==> src/rtl/ksa_swap_fsm.sv <==
// ksa_swap_fsm: RC4 key-scheduling swap pass over an S-memory with two-cycle read latency.
module ksa_swap_fsm #(
  parameter int KEY_LEN = 3
) (
  input  logic                   clk,
  input  logic                   reset_n,
  input  logic                   start,
  input  logic [8*KEY_LEN-1:0]   secret_key,
  input  logic [7:0]             s_q,
  output logic [7:0]             s_address,
  output logic [7:0]             s_data,
  output logic                   s_wren,
  output logic                   done
);
  localparam logic [3:0] IDLE    = 4'd0;
  localparam logic [3:0] READ_I  = 4'd1;
  localparam logic [3:0] WAIT_I  = 4'd2;
  localparam logic [3:0] CAPT_I  = 4'd3;
  localparam logic [3:0] READ_J  = 4'd4;
  localparam logic [3:0] WAIT_J  = 4'd5;
  localparam logic [3:0] CAPT_J  = 4'd6;
  localparam logic [3:0] WRITE_I = 4'd7;
  localparam logic [3:0] WRITE_J = 4'd8;
  localparam logic [3:0] NEXT    = 4'd9;
  localparam logic [3:0] DONE    = 4'd10;
  localparam int KW = KEY_LEN > 1 ? $clog2(KEY_LEN) : 1;
  logic [3:0]    state;
  logic [7:0]    i, j, si, sj;
  logic [KW-1:0] kidx;
  logic [7:0]    key_b [2**KW];
  // key byte 0 is the most-significant byte; unused slots padded so kidx indexes a power-of-two table
  for (genvar g = 0; g < 2**KW; g++) begin : g_key
    if (g < KEY_LEN) begin : g_v
      assign key_b[g] = secret_key[8*(KEY_LEN-1-g) +: 8];
    end else begin : g_z
      assign key_b[g] = 8'd0;
    end
  end
  always_ff @(posedge clk) begin
    if (!reset_n) begin
      state <= IDLE;
      i     <= '0;
      j     <= '0;
      si    <= '0;
      sj    <= '0;
      kidx  <= '0;
    end else begin
      case (state)
        IDLE: if (start) begin
          state <= READ_I;
          i     <= '0;
          j     <= '0;
          kidx  <= '0;
        end
        READ_I:  state <= WAIT_I;
        WAIT_I:  state <= CAPT_I;
        CAPT_I: begin
          si    <= s_q;
          j     <= j + s_q + key_b[kidx];
          state <= READ_J;
        end
        READ_J:  state <= WAIT_J;
        WAIT_J:  state <= CAPT_J;
        CAPT_J: begin
          sj    <= s_q;
          state <= WRITE_I;
        end
        WRITE_I: state <= WRITE_J;
        WRITE_J: state <= NEXT;
        NEXT: if (i == 8'hff) state <= DONE;
        else begin
          i     <= i + 8'd1;
          kidx  <= (kidx == KW'(KEY_LEN-1)) ? '0 : kidx + 1'b1;
          state <= READ_I;
        end
        default: state <= IDLE;
      endcase
    end
  end
  always_comb begin
    s_wren    = state == WRITE_I || state == WRITE_J;
    done      = state == DONE;
    s_address = (state == READ_I || state == WAIT_I || state == CAPT_I || state == WRITE_I) ? i :
                (state == READ_J || state == WAIT_J || state == CAPT_J || state == WRITE_J) ? j : 8'd0;
    s_data    = state == WRITE_I ? sj : state == WRITE_J ? si : 8'd0;
  end
endmodule

==> config.mk <==
export PLATFORM = sky130hd
export DESIGN_NAME = ksa_swap_fsm
export DESIGN_NICKNAME = d
export VERILOG_FILES = /design/src/rtl/ksa_swap_fsm.sv
export SDC_FILE = /design/constraint.sdc
export NUM_CORES = 1
export LEC_CHECK = 0
export BUFFER_PORTS_ARGS = -buffer_cell sky130_fd_sc_hd__buf_2
export CORE_MARGIN = 2
export CORE_UTILIZATION = 25
export CTS_BUF_LIST = sky130_fd_sc_hd__clkbuf_2
export CTS_CLUSTER_DIAMETER = 40
export DETAILED_ROUTE_END_ITERATION = 8
export PLACE_DENSITY_LB_ADDON = 0.15
export REMOVE_ABC_BUFFERS = 1
export SLEW_MARGIN = 25
export SYNTH_ARGS = -nofsm -noshare
export SYNTH_HDL_FRONTEND = slang
export SYNTH_SLANG_ARGS = --single-unit
==> constraint.sdc <==
create_clock -name clk -period 3.78 [get_ports clk]
set_clock_uncertainty 0.15 [all_clocks]
set_input_delay 0.756 -clock clk [delete_from_list [all_inputs] [get_ports clk]]
set_output_delay 0.756 -clock clk [all_outputs]
set_load 0.02 [all_outputs]
-- After elaboration in Yosys (flattened, before gate mapping)
Index checks and enable logic that the tools add are counted.
- output and inout port bits: 18
- memories kept: 0
- latch bits: 0
- memory bits (writable): 0
- register bits after elaboration: 38
- input port bits: 35
- ROM bits: 0
- word-level logic and storage cells: 56
- reductions and logical operators: 12
- equal/unequal tests: 14
- mux-type cells: 18
- magnitude comparators: 1
- add/subtract/negate cells: 4
- multiply operators: 0
- div/mod/pow operators: 0
- shifts and indexed selects: 0
- bitwise logic cells: 1
- operators with widths (cell ; number):
    $mux W8 ; 8
    $pmux W4 S10 ; 1
    $pmux W8 S2 ; 2
    $add A8 B8 Y8 ; 2
    $bmux W8 S2 ; 1
    $eq A4 B3 Y1 const B ; 4
    $eq A4 B4 Y1 const B ; 3
    $add A8 B1 Y8 const B ; 1
    $eq A4 B2 Y1 const B ; 2
    $eq A8 B8 Y1 const B ; 1
    $mux W4 ; 2
    $logic_or A1 B1 Y1 ; 7
    $mux W2 ; 3
    $eq A4 B1 Y1 const B ; 1
    $logic_not A4 Y1 ; 1
    $ne A2 B2 Y1 const B ; 2
    $pmux W2 S2 ; 1
    $reduce_bool A2 Y1 ; 2
    $ge A3 B3 Y1 const B ; 1
    $not A2 Y3 ; 1
    $reduce_and A3 Y1 ; 1
    $add A2 B1 Y2 const B ; 1
    $eq A2 B2 Y1 const B ; 1
    $reduce_and A2 Y1 ; 1

-- Depth between registers and ports, before layout
- depth in word-level cells: 6
- gate-level depth with buffers: 13
- mapped depth without buffers: 12

-- Worst setup path after synthesis
OpenSTA, ideal clock, no wires.
- path kind: input to register
- start: in secret_key[1]
- end: reg j[7]
- setup slack: 0.907 ns
- arrival time: 2.661 ns
- data required time: 3.567 ns
- stages: 11
- path buffers: 0
- setup time: 0.063 ns
- cells stage by stage: mux2i_1 -> o21ai_0 -> fa_1 -> ha_1 -> inv_1 -> fa_1 -> nor2b_1 -> o31ai_1 -> o2bb2ai_1 -> nor4_1 -> nand3b_1
- longest elaborated chain between the ends: 5
- RTL lines (element ; line ; RTL):
    start: declaration ; 8 ; input logic [8*KEY_LEN-1:0] secret_key,
    $bmux W8 S2 ; 59 ; j <= j + s_q + key_b[kidx];
    $mux W8 (not written as such) (2 in series) ; 59 ;
    $add A8 B8 Y8 ; 59 ;
    $pmux W8 S2 ; 48 ; case (state)
    end signal: assignment ; 59 ;
    end: declaration ; 28 ; logic [7:0] i, j, si, sj;
No other way between the ends. The select of a mux whose other input is x is not followed.
A chain may end at the register's enable or synchronous reset.

-- Final worst setup path
- start: reg state[2]
- end: out s_address[5]
- longest elaborated chain between the ends: 6
- elaborated cells between the ends (all ways): 16
- classes of those cells: eq/ne: 8; mux: 2; reduce/logical: 6
- RTL lines (element ; line ; RTL):
    start: declaration ; 27 ; logic [3:0] state;
    start signal: assignment ; 41 ; state <= IDLE;
    start signal: assignment ; 50 ; state <= READ_I;
    start signal: assignment ; 55 ; READ_I: state <= WAIT_I;
    $eq A4 B3 Y1 ; 84 ; (state == READ_J || state == WAIT_J || state == CAPT_J || state == WRITE_J) ? j : 8'd0;
    $logic_or A1 B1 Y1 (3 in series) ; 84 ;
    $mux W8 ; 84 ;
    $mux W8 (*) ; 83 ; s_address = (state == READ_I || state == WAIT_I || state == CAPT_I || state == WRITE_I) ? i :
    end: declaration ; 10 ; output logic [7:0] s_address,
Mark *: on every way between the ends. The rest lies on a longest branch, timed or not.

==> results.ini <==
[timing]
period_minus_slack_ns=3.29
clock.fmax_mhz=304
period_share=0.871
hold_viol=0
tns_ns=0
report.final.slew_viol_count=0
rsz0062_at_grt=no
worstMarginPinSlew_ns=0.718
setup_viol=0
slew_headroom=0.522

[cells_and_area]
final_common_cell=buf_2
n_antenna_cell=0
layout-drive-gt1-share=0.215
syn_to_final_growth_pct=18.8
mostFrequentLayoutCells=52 x buf_2, 40 x nand2_1, 38 x nor2_1, 38 x dfxtp_1
fin_nets=388
design_area_um2=2880

[synthesis]
synth.avg_cell_area_um2=8.39
synthFlopType=dfxtp_1
synth_edf_count=0
synth_cells=289
yosysSeqAreaShare=0.314
synth_area_um2=2420
synthArstFlopShare=0
ys_warn_count=0
ys_ff_latch=38
yosysUniqueCellTypes=50

[placed_design]
dpl-instance-area_um2=2810
detailedPlacementHpwl_mm=5.08
gp_congestion=0.839
numPortBuffers=52

[route]
wl_mm=6.67
drtPass1Iterations=7
wl_per_cell_um=14.3
vias=2193
drtIter0Drc=120
drc=0
avgViaCountPerCell=4.69
antenna_left=0

[power]
ir_drop_mv=0.121
power_leakage_uw=0.00110
netSwitchingPower_uw=243
p_int_uw=583
power.density_nw_per_um2=287
swShare=0.294
pwr-share-comb=0.175
clkPwrFrac=0.317
power_frac_seq=0.508

[setup_path]
slowest_delay_ns=0.62
reg2reg_from=kidx[0]
crit_path_start_kind=flip-flop
end_kind=primary output
critPathKind=flip-flop to primary output
path_max_fanout=10
crit_slowest_cell=dfxtp_1
arrival_ns=2.39
path_cells=inv_1 > a21oi_1 > a22oi_1 > o21ai_0 > buf_2
cp.required_ns=2.87
crit_start=state[2]
critical_path.top_delay_family=compound AO/OA/AOI/OAI gates
crit_buf_inv=2

[floorplan]
fp.dieW_um=102
io-pin-count=53
start_util=0.260
die_h_um=102
die_area_um2=10500
num_rows=35
core_area_um2=9330

[clock_network]
clock_latency_ns=0.40
cts_tree=done
cts_root_buf=clkbuf_2
cts-buffers-inserted=5
cts_resized=0
cts_max_level=2
clk_path_buf_depth=2
clock_sinks=38
cts.clk_slew.worst_paths_ns=0.21
cts_setup_buffers=0
postCtsHoldBufs=0

[global_routing]
grt_pass1_wl_mm=10.7
overflow=0
grt_pass1_vias=2080
grt_max_degree=20
antenna_found_initial=0
track_usage=0.132

[outcome]
status=finished, final reports clean

[flow_run]
drv_cap=0

[min_path]
hp-start=si[7]
hold_class=flip-flop to flip-flop

-- logic make-up after synthesis --
logic type / after synthesis / share of synthesized area
muxes: 18 / 0.0743
buffers and inverters: 21 / 0.0397
AOI/OAI and AO/OA: 68 / 0.181
xor gates and xnor gates: 10 / 0.0361
adders and majority gates: 16 / 0.106
DFF: 38 / 0.314
and+or+nand+nor: 118 / 0.249
-- cell usage after synthesis (2+ instances only) --
cell	number	share of area
a211o_1	2	0.0072
a21oi_1	15	0.031
a22o_1	8	0.029
a22oi_1	12	0.037
and3_1	3	0.0077
buf_2	5	0.010
clkbuf_1	6	0.0093
dfxtp_1	38	0.31
fa_1	8	0.066
ha_1	7	0.036
inv_1	6	0.0093
mux2i_1	18	0.074
nand2_1	40	0.062
nand2b_1	5	0.013
nand3_1	6	0.012
nand4_1	2	0.0052
nor2_1	38	0.059
nor2b_1	2	0.0052
nor3_1	3	0.0062
nor3_2	2	0.0083
nor3_4	2	0.013
nor4_1	4	0.010
o211ai_1	2	0.0062
o21ai_0	18	0.037
o22ai_1	2	0.0052
o2bb2ai_1	2	0.0072
or2_1	2	0.0052
xnor2_1	9	0.033
-- worst register-to-register path, delay by kind of cell, from the launching register on --
family,cells,cell delay (ns)
simple gates,5,0.90
fa+ha+maj,3,0.89
compound gates,3,0.61
flops,1,0.53
buf+inv,1,0.08
-- stage by stage --
stage / hold WS, ns / setup WS, ns / utilization / std cells / total power [uW]
final: 0.324 / 0.487 / 0.309 / 468 / 826
after global routing: 0.343 / 0.194 / 0.309 / 468 / 873
after CTS: 0.325 / 0.477 / 0.308 / 468 / 838
after detailed placement: 0.301 / 0.530 / 0.301 / 460 / 572
after global placement: 0.295 / 0.603 / 0.301 / 460 / 571
after floorplan: 0.287 / 0.903 / - / 275 / 519
-- power by group through the flow --
| stage | Combinational, uW | Sequential (uW) | Clock, uW |
|---|---|---|---|
| after floorplan | 95.0 | 424 | 0 |
| after global placement | 144 | 427 | 0 |
| after detailed placement | 145 | 427 | 0 |
| after CTS | 147 | 419 | 272 |
| after global routing | 167 | 421 | 285 |
| final | 145 | 420 | 262 |
-- layer usage --
metal,up-vias,GRT usage,wire (um)
met3,5,0.0198,347
met5,-,0,0
li1,1119,-,-
met2,59,0.200,2810
met4,0,0.0421,68
met1,1010,0.191,3440
-- state kept, by name (all words and copies together) (netlist names) --
register and cells:
state 4, sj 8, kidx 2, si 8, i 8, j 8
-- layout make-up --
cell class | instances | area, um2
flip-flops and latches | 38 | 761
inverters | 7 | 26.3
well taps | 129 | 161
multi-input cells | 230 | 1570
fillers | 1015 | 6450
clock buffers | 6 | 30.0
clock inverters | 2 | 37.5
repair buffers | 56 | 290
-- final timing paths --
kind | slack (ns) | cells after the start | endpoint
min reg2reg | 0.32 | 2 | si[7]
max reg2reg | 0.52 | 12 | j[7]
max | 0.49 | 5 | s_address[5]
min | 0.32 | 2 | si[7]
Power figures use the tool's default switching activity.
